### config.mk
export PLATFORM = sky130hd
export DESIGN_NAME = tbuf_miss_sched
export DESIGN_NICKNAME = d
export VERILOG_FILES = /design/src/rtl/tbuf_miss_sched.sv
export SDC_FILE = /design/constraint.sdc
export NUM_CORES = 1
export LEC_CHECK = 0
export BUFFER_PORTS_ARGS = -buffer_cell sky130_fd_sc_hd__buf_2
export CORE_AREA = 3 3 160 84
export DETAILED_ROUTE_END_ITERATION = 16
export DIE_AREA = 0 0 163 87
export MAX_ROUTING_LAYER = met4
export PLACE_DENSITY = 0.72
export SYNTH_ARGS = -nofsm -noshare
export SYNTH_HDL_FRONTEND = slang
export SYNTH_SLANG_ARGS = --single-unit
### constraint.sdc
create_clock -name clk -period 7.4 [get_ports clk]
set_clock_uncertainty 0.05 [all_clocks]
set_input_delay 0.74 -clock clk [delete_from_list [all_inputs] [get_ports clk]]
set_output_delay 0.74 -clock clk [all_outputs]
set_load 0.05 [all_outputs]
### src/rtl/tbuf_miss_sched.sv
// Translation-miss scheduler: filters duplicate misses, queues unique ones,
// allocates them into the miss-tracking CAM and hands each to the page walker.
module tbuf_miss_sched #(
  parameter int WIDTH = 11,
  parameter int DEPTH = 4
) (
  input  logic             clk,
  input  logic             rst,
  input  logic             except,
  input  logic             except_thread,
  input  logic             req0_en,
  input  logic [WIDTH-1:0] req0_addr,
  input  logic             req0_thread,
  input  logic             req1_en,
  input  logic [WIDTH-1:0] req1_addr,
  input  logic             req1_thread,
  output logic             stall,
  output logic [WIDTH-1:0] chk_addr0,
  output logic [WIDTH-1:0] chk_addr1,
  input  logic             chk_match0,
  input  logic             chk_match1,
  input  logic             cam_free,
  output logic [WIDTH-1:0] new_addr,
  output logic             new_thread,
  output logic             new_en,
  output logic             walk_valid,
  output logic [WIDTH-1:0] walk_addr,
  output logic             walk_thread,
  input  logic             walk_ready
);
  localparam int PW = (DEPTH > 1) ? $clog2(DEPTH) : 1;
  localparam int CW = $clog2(DEPTH + 1);

  typedef enum logic [0:0] {IDLE, SEND} state_t;
  state_t state;

  logic [DEPTH-1:0] q_valid;
  logic [DEPTH-1:0] q_thread;
  logic [WIDTH-1:0] q_addr [DEPTH];
  logic [PW-1:0]    head;
  logic [PW-1:0]    tail;
  logic [PW-1:0]    tail1;
  logic [CW-1:0]    count;

  logic hit0;
  logic hit1;
  logic keep0;
  logic keep1;
  logic head_valid;
  logic alloc;
  logic pop;

  assign chk_addr0 = req0_addr;
  assign chk_addr1 = req1_addr;
  assign stall     = (count > CW'(DEPTH - 2));

  // Queue hit: any still-valid entry (including a head being allocated) blocks a duplicate.
  always_comb begin
    hit0 = 1'b0;
    hit1 = 1'b0;
    for (int i = 0; i < DEPTH; i++) begin
      if (q_valid[i] && (q_thread[i] == req0_thread) && (q_addr[i] == req0_addr)) hit0 = 1'b1;
      if (q_valid[i] && (q_thread[i] == req1_thread) && (q_addr[i] == req1_addr)) hit1 = 1'b1;
    end
  end

  assign keep0 = req0_en & ~chk_match0 & ~hit0 & ~stall
               & ~(except & (except_thread == req0_thread));
  assign keep1 = req1_en & ~chk_match1 & ~hit1 & ~stall
               & ~(except & (except_thread == req1_thread))
               & ~(keep0 & (req1_thread == req0_thread) & (req1_addr == req0_addr));

  assign head_valid = q_valid[head];
  assign alloc      = (state == IDLE) & head_valid & cam_free
                    & ~(except & (except_thread == q_thread[head]));
  // Flushed entries stay counted until they reach the head and are discarded here.
  assign pop        = alloc | ((count != '0) & ~head_valid);
  assign tail1      = tail + PW'(1);

  assign new_en     = alloc;
  assign new_addr   = q_addr[head];
  assign new_thread = (count != '0) & q_thread[head];

  always_ff @(posedge clk) begin
    if (rst) begin
      q_valid  <= '0;
      q_thread <= '0;
      head     <= '0;
      tail     <= '0;
      count    <= '0;
      for (int i = 0; i < DEPTH; i++) q_addr[i] <= '0;
    end else begin
      if (except) begin
        for (int i = 0; i < DEPTH; i++) begin
          if (q_thread[i] == except_thread) q_valid[i] <= 1'b0;
        end
      end
      if (pop) begin
        q_valid[head] <= 1'b0;
        head          <= head + PW'(1);
      end
      if (keep0) begin
        q_valid[tail]  <= 1'b1;
        q_thread[tail] <= req0_thread;
        q_addr[tail]   <= req0_addr;
      end
      if (keep1) begin
        q_valid[keep0 ? tail1 : tail]  <= 1'b1;
        q_thread[keep0 ? tail1 : tail] <= req1_thread;
        q_addr[keep0 ? tail1 : tail]   <= req1_addr;
      end
      tail  <= tail + PW'(keep0) + PW'(keep1);
      count <= count + CW'(keep0) + CW'(keep1) - CW'(pop);
    end
  end

  // Walk handshake: walk_valid stays high with addr/thread stable until walk_ready
  // is sampled high at a rising edge, unless a flush of walk_thread cancels it first.
  always_ff @(posedge clk) begin
    if (rst) begin
      state       <= IDLE;
      walk_valid  <= 1'b0;
      walk_addr   <= '0;
      walk_thread <= 1'b0;
    end else if (state == IDLE) begin
      if (alloc) begin
        state       <= SEND;
        walk_valid  <= 1'b1;
        walk_addr   <= q_addr[head];
        walk_thread <= q_thread[head];
      end
    end else begin
      if ((except && (except_thread == walk_thread)) || walk_ready) begin
        state      <= IDLE;
        walk_valid <= 1'b0;
      end
    end
  end

endmodule

==> reports/metrics.yaml <==
cts_buffer_depth: 2
start_util: 0.4543
postSynthAreaPerCell_um2: 10.84
multi_input_area_um2: 2993
drv_cap: 0
synth.area.top_cells: "edfxtp_1, xnor2_1, dfxtp_1, a22o_1, xor2_1"
status: "complete, no violations"
cts_hold_buf: 0
fill_cells: 1060
ys_seq_elements: 75
cts_htree_levels: 3
m1WireLength_mm: 7.282
wl_met2_mm: 6.658
r2r-start: "head[1]$_SDFFE_PP0N_"
clockRootBuffer: "clkbuf_16"
hold_viol_final: 0
r2r_cells: 9
wl_per_cell_um: 22.31
setup_viol: 0
drive_above_1_share: 0.2514
drc: 0
startpoint: "head[1]$_SDFFE_PP0N_"
hp-start: "walk_addr[10]$_SDFFE_PP0P_"
ys_types: 54
regArea_um2: 1942
drt-initial-drc-count: 384
syn_inst: 499
synth_edf_count: 44
postCtsSetupBuffers: 0
vias: 4074
max_slew_margin: 0.1273
grt_pass1_vias: 3906
startpoint_type: "register"
min_period_ns: 3.961
grt_max_degree: 35
cts_resized: 0
grt_use_total: 0.2305
crit_path_end: "count[1]$_SDFF_PP0_"
yosysSeqAreaShare: 0.3588
die_y_um: 87
cp-end-kind: "register"
crit_arrival_ns: 4.11
die_x_um: 163
place.gp.congestion: 1.025
cts_tree: "built"
setup_ws_ns: 3.439
rrSetupSlack_ns: 3.44
cts_buffers: 9
slew_viol_final: 0
clock_latency_ns: 0.34
fmax_mhz: 252.5
post-place-ws_ns: 3.405
pwr_density_cell_nw_per_um2: 294.4
overflow: 0
crit_required_ns: 7.55
core_area_um2: 11910
crit_fanout: 16
antenna_found_initial: 0
synth_area_leader_cell: "edfxtp_1"
highest_layer: "met4"
async_reset_ff_frac: 0
worst_hold_path_type: "register to register"
met3_wirelength_mm: 1.312
timing.setup.tns_ns: 0
post-dp-hpwl_mm: 11.34
reg2reg_to: "count[1]$_SDFF_PP0_"
layout.nets: 579
syn-cell-area_um2: 5411
die-area_um2: 14180
criticalPathCategory: "register to register"
power_leakage_nw: 2.169
cts_sinks: 75
synth_ff_type: "edfxtp_1"
finalWirelength_mm: 15.67
vias_per_cell: 5.803
rsz0062_at_grt: "false"
area_growth_pct: 10.10
worst_slew_pin_slew_ns: 1.301
ant_nets: 0
io_pins: 83
netlist.area_leader.share: 0.2442
vdd_drop_max_mv: 0.1356
grt_pass1_wl_mm: 23.65
ys_warn_count: 0
path_clk_slew_ns: 0.06
fin_crit_sh: 0.5353
syn_nets: 546
drtPass1Iterations: 5
diodes: 0
io_buffers: 82
rows: 28
## metrics by stage
stage                     total power [W]    util  instance area [µm²]  instances  hold slack (ns)
after floorplan                  0.001130       -                 5411        499           0.4070
after global placement           0.001299  0.4746                 5653        686           0.4211
after detailed placement         0.001308  0.4746                 5653        686           0.4312
after CTS                        0.001754  0.5002                 5958        702           0.4455
after global routing             0.001827  0.5002                 5958        702           0.4830
final                            0.001754  0.5002                 5958        702           0.4384
## synthesized netlist by cell type, types with 13 or more instances
| master | n |
|---|---|
| edfxtp_1 | 44 |
| nand4_1 | 13 |
| nand2_1 | 14 |
| buf_4 | 34 |
| nand3_1 | 16 |
| nor2_1 | 21 |
| dfxtp_1 | 31 |
| xnor2_1 | 85 |
| mux4_2 | 13 |
| a22o_1 | 44 |
| xor2_1 | 34 |
| buf_2 | 21 |
## cell usage in the layout, fill, tap and decap left out, types with 13 or more instances in the layout
master	n
a22o_1	44
buf_2	82
dfxtp_1	31
edfxtp_1	44
mux4_2	13
nand2_1	14
nand3_1	16
nand4_1	13
nor2_1	21
xnor2_1	85
xor2_1	34
## cell type report
cell class	instances	area share
flip-flops and latches	75	0.3259
inverters	15	0.009450
repair buffers	88	0.07644
multi-input cells	343	0.5023
well taps	165	0.03465
clock inverters	4	0.008190
clock buffers	12	0.04305
## worst min-delay path by stage
stage                     slack (ns)  depth (start not counted)                          to
final                           0.44                          2  walk_addr[10]$_SDFFE_PP0P_
after global routing            0.48                          2   walk_addr[2]$_SDFFE_PP0P_
after CTS                       0.45                          2  walk_addr[10]$_SDFFE_PP0P_
after detailed placement        0.43                          2   walk_addr[6]$_SDFFE_PP0P_
after global placement          0.42                          2   walk_addr[8]$_SDFFE_PP0P_
after floorplan                 0.41                          2            state$_SDFF_PP0_
## cell families (layout without fill, tap and decap cells)
logic type	Yosys count	after routing	synth area share
buf+inv	81	119	0.09017
simple gates	97	97	0.1010
mux	28	28	0.08254
flops	75	75	0.3588
fa+ha+maj	13	13	0.03422
compound gates	86	86	0.1406
xor+xnor	119	119	0.1926
## power breakdown
part	internal, W	total, W	leakage [nW]	switching, W
clock network	0.000278	0.000448	0.142	0.000170
registers	0.000503	0.000595	0.709	0.0000919
logic	0.000248	0.000711	1.32	0.000462
## state kept, by name, indices dropped and copies added, names as in the netlist, named ones only
register / flops
state: 1
q_thread: 4
q_addr: 44
q_valid: 4
walk_valid: 1
head: 2
walk_addr: 11
count: 3
walk_thread: 1
tail: 2
## per-layer routing
layer | global-route usage | vias up
li1 | - | 1849
met1 | 0.3147 | 2006
met2 | 0.3273 | 188
met3 | 0.06600 | 31
met4 | 0.08212 | 0
met5 | - | -
## worst max-delay path, cell delays in order, from the launching register on
cell      delay, ns
dfxtp_1        0.45
mux4_2         0.57
xnor2_1        0.16
a21oi_2        0.81
o21bai_1       0.43
ha_1           0.37
fa_1           0.37
inv_1          0.08
fa_1           0.39
nor2b_1        0.13
Power figures use the tool's default switching activity.
